**config.mk**
```make
export PLATFORM = sky130hd
export DESIGN_NAME = masked_sbox_scheduler
export DESIGN_NICKNAME = d
export VERILOG_FILES = /design/src/rtl/masked_sbox_scheduler.sv
export SDC_FILE = /design/constraint.sdc
export NUM_CORES = 1
export LEC_CHECK = 0
export CORE_AREA = 5 5 252 254
export CTS_BUF_LIST = sky130_fd_sc_hd__clkbuf_16
export DETAILED_ROUTE_END_ITERATION = 10
export DIE_AREA = 0 0 257 259
export PLACE_DENSITY = 0.49
export SKIP_LAST_GASP = 1
export SLEW_MARGIN = 20
export SYNTH_ARGS = -nofsm -noshare
export SYNTH_HDL_FRONTEND = slang
export SYNTH_SLANG_ARGS = --single-unit
```
**constraint.sdc**
```tcl
create_clock -name in_clock -period 1.96 [get_ports in_clock]
set_input_delay 0.294 -clock in_clock [delete_from_list [all_inputs] [get_ports in_clock]]
set_output_delay 0.294 -clock in_clock [all_outputs]
set_load 0.1 [all_outputs]
```
**src/rtl/masked_sbox_scheduler.sv**
```systemverilog
// Sequences one 16-byte masked AES state through a pool of pipelined masked inverters.
// Bytes are issued NUM_SBOX per cycle, tagged, written back in place, then handed on.
module masked_sbox_scheduler #(
  parameter int unsigned NUM_SHARES = 2,
  parameter int unsigned NUM_SBOX   = 4,
  parameter int unsigned LATENCY    = 3
) (
  input  logic                             in_clock,
  input  logic                             in_reset,
  input  logic                             in_start_valid,
  output logic                             out_start_ready,
  input  logic [16*NUM_SHARES*8-1:0]       in_state,
  output logic [NUM_SBOX*NUM_SHARES*8-1:0] out_sbox_a,
  output logic                             out_sbox_issue,
  input  logic [NUM_SBOX*NUM_SHARES*8-1:0] in_sbox_b,
  output logic                             out_rand_en,
  output logic                             out_done_valid,
  input  logic                             in_done_ready,
  output logic [16*NUM_SHARES*8-1:0]       out_state,
  output logic                             out_busy
);

  localparam int unsigned BW    = NUM_SHARES * 8;
  localparam int unsigned BEATS = (NUM_SBOX == 0) ? 1 : 16 / NUM_SBOX;
  localparam int unsigned CNT_W = (BEATS > 1) ? $clog2(BEATS) : 1;
  localparam logic [CNT_W-1:0] LAST_BEAT = CNT_W'(BEATS - 1);

  if ((NUM_SBOX == 0) || ((16 % NUM_SBOX) != 0)) begin : g_bad_num_sbox
    $error("masked_sbox_scheduler: NUM_SBOX must divide 16");
  end
  if (LATENCY < 1) begin : g_bad_latency
    $error("masked_sbox_scheduler: LATENCY must be at least 1");
  end

  typedef enum logic [1:0] {S_IDLE, S_ISSUE, S_DRAIN, S_DONE} state_e;

  typedef struct packed {
    logic             vld;
    logic [CNT_W-1:0] beat;
  } tag_t;

  state_e                  state_q, state_d;
  logic [CNT_W-1:0]        beat_q, beat_d;
  logic [16*BW-1:0]        buf_q, buf_d;
  tag_t [LATENCY-1:0]      tag_q, tag_d;
  tag_t                    tail;
  logic                    start_ready_q, start_ready_d;
  logic                    done_valid_q, done_valid_d;
  logic                    rand_en_q, rand_en_d;
  logic                    busy_q, busy_d;

  assign tail = tag_q[LATENCY-1];

  // Next state, beat issue, tag shift and in-place writeback.
  always_comb begin
    state_d        = state_q;
    beat_d         = beat_q;
    buf_d          = buf_q;
    out_sbox_a     = '0;
    out_sbox_issue = 1'b0;
    tag_d[0]       = '0;
    for (int unsigned i = 1; i < LATENCY; i++) begin
      tag_d[i] = tag_q[i-1];
    end

    case (state_q)
      S_IDLE: begin
        if (in_start_valid) begin
          buf_d   = in_state;
          beat_d  = '0;
          state_d = S_ISSUE;
        end
      end
      S_ISSUE: begin
        out_sbox_issue = 1'b1;
        for (int unsigned k = 0; k < NUM_SBOX; k++) begin
          out_sbox_a[k*BW +: BW] = buf_q[(int'(beat_q)*NUM_SBOX + k)*BW +: BW];
        end
        tag_d[0] = '{vld: 1'b1, beat: beat_q};
        if (beat_q == LAST_BEAT) begin
          beat_d  = '0;
          state_d = S_DRAIN;
        end else begin
          beat_d = beat_q + CNT_W'(1);
        end
      end
      S_DRAIN: begin
        if (tail.vld && (tail.beat == LAST_BEAT)) begin
          state_d = S_DONE;
        end
      end
      S_DONE: begin
        if (in_done_ready) begin
          state_d = S_IDLE;
        end
      end
      default: state_d = S_IDLE;
    endcase

    // Each share of each returned byte lands back in its own slot.
    if (tail.vld) begin
      for (int unsigned k = 0; k < NUM_SBOX; k++) begin
        for (int unsigned s = 0; s < NUM_SHARES; s++) begin
          buf_d[(int'(tail.beat)*NUM_SBOX + k)*BW + s*8 +: 8] = in_sbox_b[k*BW + s*8 +: 8];
        end
      end
    end

    start_ready_d = (state_d == S_IDLE);
    done_valid_d  = (state_d == S_DONE);
    rand_en_d     = (state_d == S_ISSUE) || (state_d == S_DRAIN);
    busy_d        = (state_d != S_IDLE);
  end

  always_ff @(posedge in_clock or negedge in_reset) begin
    if (!in_reset) begin
      state_q       <= S_IDLE;
      beat_q        <= '0;
      buf_q         <= '0;
      tag_q         <= '0;
      start_ready_q <= 1'b1;
      done_valid_q  <= 1'b0;
      rand_en_q     <= 1'b0;
      busy_q        <= 1'b0;
    end else begin
      state_q       <= state_d;
      beat_q        <= beat_d;
      buf_q         <= buf_d;
      tag_q         <= tag_d;
      start_ready_q <= start_ready_d;
      done_valid_q  <= done_valid_d;
      rand_en_q     <= rand_en_d;
      busy_q        <= busy_d;
    end
  end

  assign out_start_ready = start_ready_q;
  assign out_done_valid  = done_valid_q;
  assign out_rand_en     = rand_en_q;
  assign out_busy        = busy_q;
  assign out_state       = buf_q;

endmodule

```
Yosys cells after proc, flatten, opt, wreduce, memory -nomap -nowiden
Cells that the tools add are included.
{"block": "classes", "n_addsub": 19, "eq_ne": 9, "shift": 20, "mux": 22, "reduce_logical": 7}
{"operator": "$bwmux W256", "count": 8}
{"operator": "$shift A8 B34 Y256 const A", "count": 8}
{"operator": "$shiftx A8 B34 Y256", "count": 8}
{"operator": "$mux W256", "count": 3}
{"operator": "$shiftx A256 B10 Y16", "count": 3}
{"operator": "$shiftx A256 B9 Y16", "count": 1}
{"operator": "$neg A10 Y34", "count": 3}
{"operator": "$neg A32 Y34", "count": 3}
{"operator": "$mux W64", "count": 1}
{"operator": "$neg A8 Y34", "count": 1}
{"operator": "$neg A9 Y34", "count": 1}
{"operator": "$add A9 B4 Y10 const B", "count": 3}
{"operator": "$add A4 B2 Y5 const B", "count": 4}
{"operator": "$eq A2 B2 Y1 const B", "count": 6}
{"operator": "$mux W2", "count": 6}
{"operator": "$add A4 B1 Y5 const B", "count": 2}
{"operator": "$add A8 B4 Y9 const B", "count": 1}
{"operator": "$pmux W2 S4", "count": 1}
{"operator": "$eq A2 B1 Y1 const B", "count": 2}
{"operator": "$logic_not A2 Y1", "count": 2}
{"operator": "$pmux W2 S2", "count": 1}
{"operator": "$reduce_bool A2 Y1", "count": 2}
{"operator": "$mux W3", "count": 1}
{"operator": "$add A2 B1 Y2 const B", "count": 1}
{"operator": "other kinds (5)", "count": 5}
{"block": "word_totals", "reg_bits": 273, "inputBits": 324, "out_inout_bits": 325}

Longest topological paths before layout
{"block": "logic_depth", "ltp_word": 11, "depth_mapped": 8, "ltp_nobuf": 5}

Worst setup path before layout
No wires, ideal clock.
{"block": "synth_timing", "kind": "register -> output", "startpoint": "register state_q[1]", "endpoint": "output port out_sbox_a[34]", "arrival_time_ps": 2597, "path_slack_ps": -931, "stages_incl_launch_ff": 5, "n_path_buf": 1, "path_cell_list": "dfrtp_1 nand2b_1 inv_1 clkbuf_1 and2_1"}
{"block": "synth_via", "elab_chain_cells": 2}
{"item": "start, declared", "line": "42", "source": "state_e state_q, state_d;"}
{"item": "start signal, assigned", "line": "126", "source": "state_q <= state_d;"}
{"item": "$eq A2 B1 Y1", "line": "66", "source": "case (state_q)"}
{"item": "$mux W64", "line": "66"}
{"item": "end, declared", "line": "13", "source": "output logic [NUM_SBOX*NUM_SHARES*8-1:0] out_sbox_a,"}
No other way between the ends.

Worst setup path in the final report
{"block": "layout_timing", "startpoint": "register beat_q[0]", "endpoint": "output port out_sbox_a[29]"}
{"block": "layout_via", "elab_chain_cells": 3}
{"item": "start, declared", "line": "43", "source": "logic [CNT_W-1:0] beat_q, beat_d;"}
{"item": "start signal, assigned", "line": "127", "source": "beat_q <= beat_d;"}
{"item": "$add A4 B1 Y5", "line": "77", "source": "out_sbox_a[k*BW +: BW] = buf_q[(int'(beat_q)*NUM_SBOX + k)*BW +: BW];"}
{"item": "$shiftx A256 B10 Y16", "line": "77"}
{"item": "$mux W64", "line": "66"}
No other way between the ends.

==> metrics.txt <==
final setup vio count 71; crit start category flip-flop; Setup CP Type flip-flop to output pin; endpoint class of the critical path output pin; Crit-path slowest cell mux4_2; fraction of layout instances using a drive strength above 1 47.2%; max cap viols 0; via/cell ratio 4.98; Max clock buf depth 3; placed insts 2550; PortBufs 648; die area 0.0666 sq mm; Routed WL per cell 28.0 microns; CTS H-tree lvls 2; Final Critical Period 2500 ps; Clock Latency Late Sink 540 ps; Final Max Slew Viols 0; Initial Util 23.5%; GRT Util Overall 20.7%; non-filler cells, final 2649; mean post-synth cell area 12.5 sq um; Clock Root Buffer clkbuf_16; core area 0.0610 sq mm; layout net count 2161; crit path max fanout 7; routed wire length 74.1 mm; number of buffers created by CTS 37; Clock transition at path regs 60 ps; Worst path most repeated cell buf_12; post-route ant nets 0; first-pass detailed-route iteration total 5; DRC 0; via count 13200; Die Ht 259 microns; Fin. Hold Viols 0; Worst-Margin Slew 462 ps; Final Instance Area 0.0245 sq mm; synthesized cell area 0.0143 sq mm; initial drt markers 687; run status complete, but fails checks; FFs w/ async S/R, synth 100%; Fmax 400 MHz; Syn-to-layout area delta 71.1%; sequential area share after synthesis 47.7%; Ys Warns 0; CP Buf/Inv Count 3; Synth Flop Type dfrtp_1; RSZ-0062 raised after global routing true; CP peak stage delay 520 ps; post-route setup slack -539 ps; number of top-level pins 649; clk_skew 17.0 ps; vias in the first global route 14300; Post-synth EDFFs 0; first-pass GRT wire length 104 mm; CP arrival 2210 ps; DP Area 0.0228 sq mm; CTS Sinks 273; Synth Instances 1148; largest net degree at the start of global routing 48; HPWL after DPL 52.9 mm; antenna violations before repair 7; gpl congestion 0.842; CP delay by family, top multiplexers; Hold Path Class primary input to async pin; row cnt 91; Cell variety after synth 34; Req. time, crit path 1670 ps; die width 257 microns; syn_nets 1482; violated checks setup timing; Tcrit/Tclk final 128%; Slew headroom 69.2%; critical path, cell by cell buf_12 > clkbuf_16 > mux4_2 > and2_4 > buf_12; Synth Register Bits 273; CTS tree yes; DP Worst Slack -65.9 ps; total gr overflow 0
-- state kept, by name, summed over array words and instances, names as in the netlist --
| name | count |
|---|---|
| state_q | 2 |
| out_start_ready | 1 |
| out_done_valid | 1 |
| out_state | 256 |
| out_busy | 1 |
| beat_q | 2 |
| tag_d | 6 |
| tag_q | 3 |
| out_rand_en | 1 |
-- Yosys cell counts (all sizes together), types with 10 or more instances --
cell type,count,area [sq um]
clkbuf,56,211
o21ai,72,360
mux4,65,1460
ha,10,125
buf,56,360
and3,56,350
a221o,56,561
and2,70,438
o2bb2ai,128,1120
nand2,76,285
mux2i,200,2000
dfrtp,272,6810
-- logic make-up after synthesis --
kind of cell,after synthesis,synth area share (%)
AO/OA/AOI/OAI,258,14.4
adder cells (fa/ha/maj),10,0.874
buffers and inverters,119,4.18
flip-flops,273,47.7
multiplexers,265,24.2
AND/OR/NAND/NOR,223,8.62
-- through the flow --
step / setup TNS [ps] / hold WS, ps / utilization (%)
after floorplan: -103 / -1.59 / -
after global placement: -1400 / 248 / 37.3
after detailed placement: -3030 / 258 / 37.3
after CTS: -35560 / 248 / 39.5
after global routing: -37370 / 266 / 40.1
final: -32290 / 230 / 40.1
-- metal layers --
| layer | track usage (%) | share of wire, % |
|---|---|---|
| met1 | 25.7 | 41 |
| met2 | 36.4 | 51 |
| met3 | 4.91 | 5.6 |
| met4 | 5.43 | 2.2 |
| met5 | 0 | 0.055 |
-- final cells by class --
type | instances | area (sq um)
inverter | 7 | 33.8
tap | 790 | 988
multi-input combinational | 756 | 7120
timing repair buffer | 752 | 8000
clock inverter | 28 | 205
antenna | 4 | 10.0
sequential | 273 | 7150
clock buffer | 39 | 976
fill | 5875 | 36500
-- layout by cell type, fill, tap and decap left out, types with 9 or more instances in the layout --
cell	synthesis	routed
inv_1	7	14
mux2i_1	200	200
and2_4	0	56
dfrtp_1	272	24
dfrtp_2	0	246
o2bb2ai_1	128	128
clkinv_1	0	9
clkdlybuf4s50_1	0	322
clkbuf_16	0	46
a221o_1	56	56
o21ai_0	72	72
nand2_1	76	75
buf_12	0	103
and2_2	0	11
buf_4	20	308
and3_1	56	56
mux4_2	65	65
-- what timing repair did --
item                                   4_1_cts  5_1_grt
endpoints found under the hold margin       31        0
hold buffers                                 1        0
gates cloned                                 2        9
setup endpoints to repair                   79      110
gates resized for setup                     23       37
setup buffers                                5       11
pin swaps                                    0       14
-- final timing paths --
check | from | to | slack (ps) | depth (start not counted)
setup reg to reg | beat_q[0] | out_rand_en | -250 | 7
max in group asynchronous | in_reset | out_state[132] | 900 | 4
hold / removal | in_reset | out_state[75] | 230 | 2
hold reg to reg | tag_d[7] | tag_q[7] | 350 | 0
min in group in_clock | tag_d[7] | tag_q[7] | 350 | 0
setup / recovery | beat_q[0] | out_sbox_a[29] | -540 | 5
Power is not shown: default switching activity piles up to over one toggle a cycle in this logic, so the estimate is an artifact.
